$ cat src/rtl/mar_seq_pkg.sv
// mar_seq_pkg: shared state encoding and counter sizing for the mar_seq address register.
package mar_seq_pkg;
    typedef enum logic [0:0] {MAR_IDLE, MAR_REQ} mar_state_t;

    // Smallest width able to count 0..v-1, never narrower than one bit.
    function automatic int clog2(input int v);
        int r;
        r = 1;
        while ((1 << r) < v) r++;
        return r;
    endfunction
endpackage

$ cat src/rtl/mar_seq_addgen.sv
// mar_seq_addgen: effective address and post-increment base computation.
// Circular post-increment region enabled by MAR_SEQ_WRAP_EN.
module mar_seq_addgen #(
    parameter int ADDR_W = 16,
    parameter int OFF_W  = 8,
    parameter int STRIDE = 1
) (
    input  logic [ADDR_W-1:0] base,
    input  logic [OFF_W-1:0]  offset,
    input  logic              idx,
`ifdef MAR_SEQ_WRAP_EN
    input  logic [ADDR_W-1:0] wrap_lo,
    input  logic [ADDR_W-1:0] wrap_hi,
`endif
    output logic [ADDR_W-1:0] eff_addr,
    output logic [ADDR_W-1:0] next_base
);
    assign eff_addr = idx ? base + ADDR_W'($signed(offset)) : base;
`ifdef MAR_SEQ_WRAP_EN
    // Extra carry bit so an increment past the top of the address space still counts as beyond wrap_hi.
    logic [ADDR_W:0] sum;
    assign sum       = {1'b0, base} + (ADDR_W+1)'(STRIDE);
    assign next_base = (sum > {1'b0, wrap_hi}) ? wrap_lo : sum[ADDR_W-1:0];
`else
    assign next_base = base + ADDR_W'(STRIDE);
`endif
endmodule

$ cat src/rtl/mar_seq.sv
// mar_seq: memory address register with single-outstanding req/ack access, timeout and post-increment.
// Optional circular post-increment region via MAR_SEQ_WRAP_EN (adds wrap_lo/wrap_hi ports).
module mar_seq
    import mar_seq_pkg::*;
#(
    parameter int ADDR_W  = 16,
    parameter int OFF_W   = 8,
    parameter int STRIDE  = 1,
    parameter int TIMEOUT = 15
) (
    input  logic              clock,
    input  logic              reset,
    input  logic [ADDR_W-1:0] addr_in,
    input  logic              load,
    input  logic              acc_start,
    input  logic              acc_idx,
    input  logic [OFF_W-1:0]  offset,
    input  logic              post_inc,
    input  logic              mem_ack,
`ifdef MAR_SEQ_WRAP_EN
    input  logic [ADDR_W-1:0] wrap_lo,
    input  logic [ADDR_W-1:0] wrap_hi,
`endif
    output logic              mem_req,
    output logic [ADDR_W-1:0] mem_addr,
    output logic [ADDR_W-1:0] addr_out,
    output logic              busy,
    output logic              done,
    output logic              err
);
    localparam int CW = clog2(TIMEOUT);

    mar_state_t        state, state_n;
    logic [CW-1:0]     cnt, cnt_n;
    logic [ADDR_W-1:0] base, base_n, maddr_n, eff_addr, next_base;
    logic              pinc, pinc_n, done_n, err_n;

    mar_seq_addgen #(.ADDR_W(ADDR_W), .OFF_W(OFF_W), .STRIDE(STRIDE)) u_addgen (
        .base      (base),
        .offset    (offset),
        .idx       (acc_idx),
`ifdef MAR_SEQ_WRAP_EN
        .wrap_lo   (wrap_lo),
        .wrap_hi   (wrap_hi),
`endif
        .eff_addr  (eff_addr),
        .next_base (next_base)
    );

    always_ff @(posedge clock) begin
        if (reset) begin
            state    <= MAR_IDLE;
            cnt      <= '0;
            base     <= '0;
            mem_addr <= '0;
            pinc     <= 1'b0;
            done     <= 1'b0;
            err      <= 1'b0;
        end else begin
            state    <= state_n;
            cnt      <= cnt_n;
            base     <= base_n;
            mem_addr <= maddr_n;
            pinc     <= pinc_n;
            done     <= done_n;
            err      <= err_n;
        end
    end

    always_comb begin
        state_n = state;
        cnt_n   = cnt;
        base_n  = base;
        maddr_n = mem_addr;
        pinc_n  = pinc;
        done_n  = 1'b0;
        err_n   = 1'b0;
        if (state == MAR_IDLE) begin
            if (load) begin
                base_n = addr_in;
            end else if (acc_start) begin
                maddr_n = eff_addr;
                pinc_n  = post_inc;
                cnt_n   = '0;
                state_n = MAR_REQ;
            end
        end else if (mem_ack) begin
            state_n = MAR_IDLE;
            done_n  = 1'b1;
            base_n  = pinc ? next_base : base;
        end else if (cnt == CW'(TIMEOUT - 1)) begin
            state_n = MAR_IDLE;
            err_n   = 1'b1;
        end else begin
            cnt_n = cnt + CW'(1);
        end
    end

    assign mem_req  = (state == MAR_REQ);
    assign busy     = (state == MAR_REQ);
    assign addr_out = base;
endmodule

$ cat config.mk
export PLATFORM = sky130hd
export DESIGN_NAME = mar_seq
export DESIGN_NICKNAME = d
export VERILOG_FILES = /design/src/rtl/mar_seq_pkg.sv /design/src/rtl/mar_seq_addgen.sv /design/src/rtl/mar_seq.sv
export SDC_FILE = /design/constraint.sdc
export NUM_CORES = 1
export LEC_CHECK = 0
export ABC_AREA = 0
export ABC_CLOCK_PERIOD_IN_PS = 3700
export BUFFER_PORTS_ARGS = -buffer_cell sky130_fd_sc_hd__clkbuf_2
export CAP_MARGIN = 20
export CORE_UTILIZATION = 54
export DETAILED_ROUTE_END_ITERATION = 7
export MAX_ROUTING_LAYER = met4
export PLACE_DENSITY = 0.86
export SLEW_MARGIN = 20
export SYNTH_ARGS = -nofsm -noshare
export SYNTH_HDL_FRONTEND = slang
export SYNTH_SLANG_ARGS = --single-unit
$ cat constraint.sdc
create_clock -name clock -period 3.7 [get_ports clock]
set_clock_uncertainty 0.2 [all_clocks]
set_input_delay 0.74 -clock clock [delete_from_list [all_inputs] [get_ports clock]]
set_output_delay 0.74 -clock clock [all_outputs]
set_load 0.01 [all_outputs]
==> results.toml <==
[run]
max-cap-violations = 0

[yosys]
synth_top_family_by_area = "compound AO/OA/AOI/OAI gates"
yosys_warnings = 0
synth_compound_area_share_pct = 29.1
synth_largest_area_cell = "dfxtp_1"
synth-adder-area-share_pct = 9.07
syn_avg_cell_area_um2 = 7.79
yosys-top-cells-count = "40 x dfxtp_1, 36 x a21oi_1, 35 x nand2_1, 28 x o21ai_0"
synthFlopType = "dfxtp_1"
synth_edf_count = 0
synth_top_area_share_pct = 29.6
ys_ff_latch = 40
synth.area.top_cells = "dfxtp_1 30%, ha_1 8.3%, a21oi_1 6.7%"
synthCells = 347
synth_fp_nets = 397
syn_area_um2 = 2700
yosysUniqueCellTypes = 59
ys_seq_area_share_pct = 29.6
synth_mux_area_share_pct = 3.05
post_synth_xor_area_fraction_pct = 3.24
yosysMostFrequentCell = "dfxtp_1"
synth-async-reset-ratio_pct = 0
synth-simple-area-share_pct = 21.5

[cts]
cts_max_level = 2
holdBufCountCts = 0
cts_setup_buffers = 0
clk_pin_slew_ps = 90
cts_resized = 0
clockBufferDepth = 2
worstSkewPairLatency_ps = 300
clock-sinks = 40
cts-buffers-inserted = 5
root_buffer = "clkbuf_8"
cts_tree = "done"

[worst_setup_path]
regToRegStartpoint = "addr_out[0]$_SDFFE_PP0P_"
crit_chain = "clkbuf_2, ha_1, fa_1, a21o_2, a311oi_2, o21bai_1, o31ai_2, mux2_1, a31oi_1"
startpoint_type = "primary input"
cpPeakStageDelay_ps = 420
cp_data_required_time_ps = 3730
slowest_stage = "fa_1"
cp_max_fo = 4
worstRegToRegCells = 8
rr_endpoint = "mem_addr[12]$_SDFFE_PP0P_"
critical_path_arrival_ps = 2980
reg2reg_slack_ps = 820
worstSetupEndpointType = "flip-flop"
crit_type = "primary input to flip-flop"

[finish]
fin_util_pct = 66.4
drive_above_1_share_pct = 21.7
nets = 454
areaGrowthSynthToFinish_pct = 17.5
diodes = 0

[global_routing]
track_usage_pct = 29.2
grt_max_degree = 35
grt_pass1_wl_um = 11900
antenna_found_initial = 0
gr-total-overflow = 0
grt_pass1_vias = 2646

[pwr]
power.leakage_uw = 0.00136
seqPwrFrac_pct = 42.3
clkPwrFrac_pct = 32.2
vdd_drop_max_mv = 0.276
p_int_uw = 788
swShare_pct = 32.6
p_comb_share_pct = 25.5
power_density_nw_per_um2 = 368
p_sw_uw = 382
finalPower_uw = 1170

[placement]
portBuffers = 66
dp_hpwl_um = 5150
gp_congestion = 0.936

[route]
wirelength_um = 7200
dr.pass1.iters = 5
vias = 2889
ant_nets = 0
drtIter0Drc = 225
vias_per_cell = 6.12
post_drt_wl_per_cell_um = 15.2
drc = 0

[sta]
hold_violations = 0
fin_crit_ps = 2950
fmax_mhz = 340
hold_ws_ps = 266
worstMarginPinSlew_ps = 991
rsz0062_at_grt = "false"
drv_slew = 0
finalSetupViolCount = 0
final.setup.tns_ps = 0
slew_headroom_pct = 33.5
period_share_pct = 79.6

[status]
outcome = "complete, no violations"

[floorplan]
io_pins = 67
die_w_um = 72.8
die_area_um2 = 5290
rows = 25
die_h_um = 72.8
coreArea_um2 = 4790
start_util_pct = 56.5

[worst_hold_path]
min_path_cells = 2
min_from = "pinc$_SDFFE_PP0P_"
hp-class = "flip-flop to flip-flop"
whs_endpoint = "pinc$_SDFFE_PP0P_"
-- power groups by stage --
| stage | Sequential, µW | Clock (µW) | Combinational [µW] |
|---|---|---|---|
| 2_1_floorplan | 506 | 0 | 199 |
| 3_3_place_gp | 503 | 0 | 286 |
| 3_5_place_dp | 504 | 0 | 293 |
| 4_1_cts | 494 | 379 | 296 |
| 5_1_grt | 499 | 399 | 332 |
| 6_report | 495 | 377 | 298 |
-- cell usage in the layout (no fill, tap or decap), types with 4 or more instances in the layout --
master / count
a211oi_1: 15
a21o_1: 5
a21oi_1: 36
a31oi_1: 7
and3_1: 4
clkbuf_2: 66
clkbuf_8: 5
dfxtp_1: 40
ha_1: 18
inv_1: 10
mux2i_1: 6
nand2_1: 35
nand2b_1: 4
nand3_1: 19
nand4_1: 5
nor2_1: 19
nor2b_1: 4
nor3_1: 10
o21ai_0: 28
o22ai_1: 6
xnor2_1: 5
xor2_1: 5
-- through the flow --
step	cell area [µm²]	setup slack, ps	instances
2_1_floorplan	2700	722	347
3_3_place_gp	3060	525	464
3_5_place_dp	3060	466	464
4_1_cts	3180	767	472
5_1_grt	3180	635	472
6_report	3180	755	472
-- worst max path at each step --
stage                         start                         to  slack, ps  cells past startpoint
final                     offset[0]  mem_addr[12]$_SDFFE_PP0P_        750                      9
after global routing      offset[0]  mem_addr[10]$_SDFFE_PP0P_        640                      9
after CTS                 offset[0]  mem_addr[12]$_SDFFE_PP0P_        770                      9
after detailed placement  offset[0]  mem_addr[12]$_SDFFE_PP0P_        470                      9
after global placement    offset[0]  mem_addr[12]$_SDFFE_PP0P_        520                      9
after floorplan           offset[0]  mem_addr[12]$_SDFFE_PP0P_        720                      8
-- kinds of logic (layout without fill, tap and decap cells) --
group           after synthesis  count (layout)
compound gates              123             123
flops                        40              40
mux                           8               8
xor+xnor                     10              10
fa+ha+maj                    19              19
simple gates                117             117
buf+inv                      30              88
-- layer usage --
metal,share of wire (%),global-route usage (%)
met5,0,-
met4,1.8,9.80
met3,6.2,4.97
met2,47,48.9
met1,45,35.6
-- state kept, by name, indices dropped and copies added, names as in the netlist --
register,cells
err,1
cnt,4
busy,1
pinc,1
done,1
addr_out,16
mem_addr,16
-- worst max-delay path: cells and delay by family --
kind                     cells  cell delay, ps
AO/OA/AOI/OAI                5            1150
adder cells (fa/ha/maj)      2             650
buffers and inverters        1              80
multiplexers                 1             340
-- cell type report --
cell class | count | area [µm²]
clock buffers | 5 | 68.8
clock inverters | 3 | 46.3
fillers | 412 | 1610
inverters | 11 | 41.3
multi-input cells | 277 | 1780
flip-flops and latches | 40 | 801
well taps | 67 | 83.8
repair buffers | 69 | 353
(Power assumes the default switching activity.)
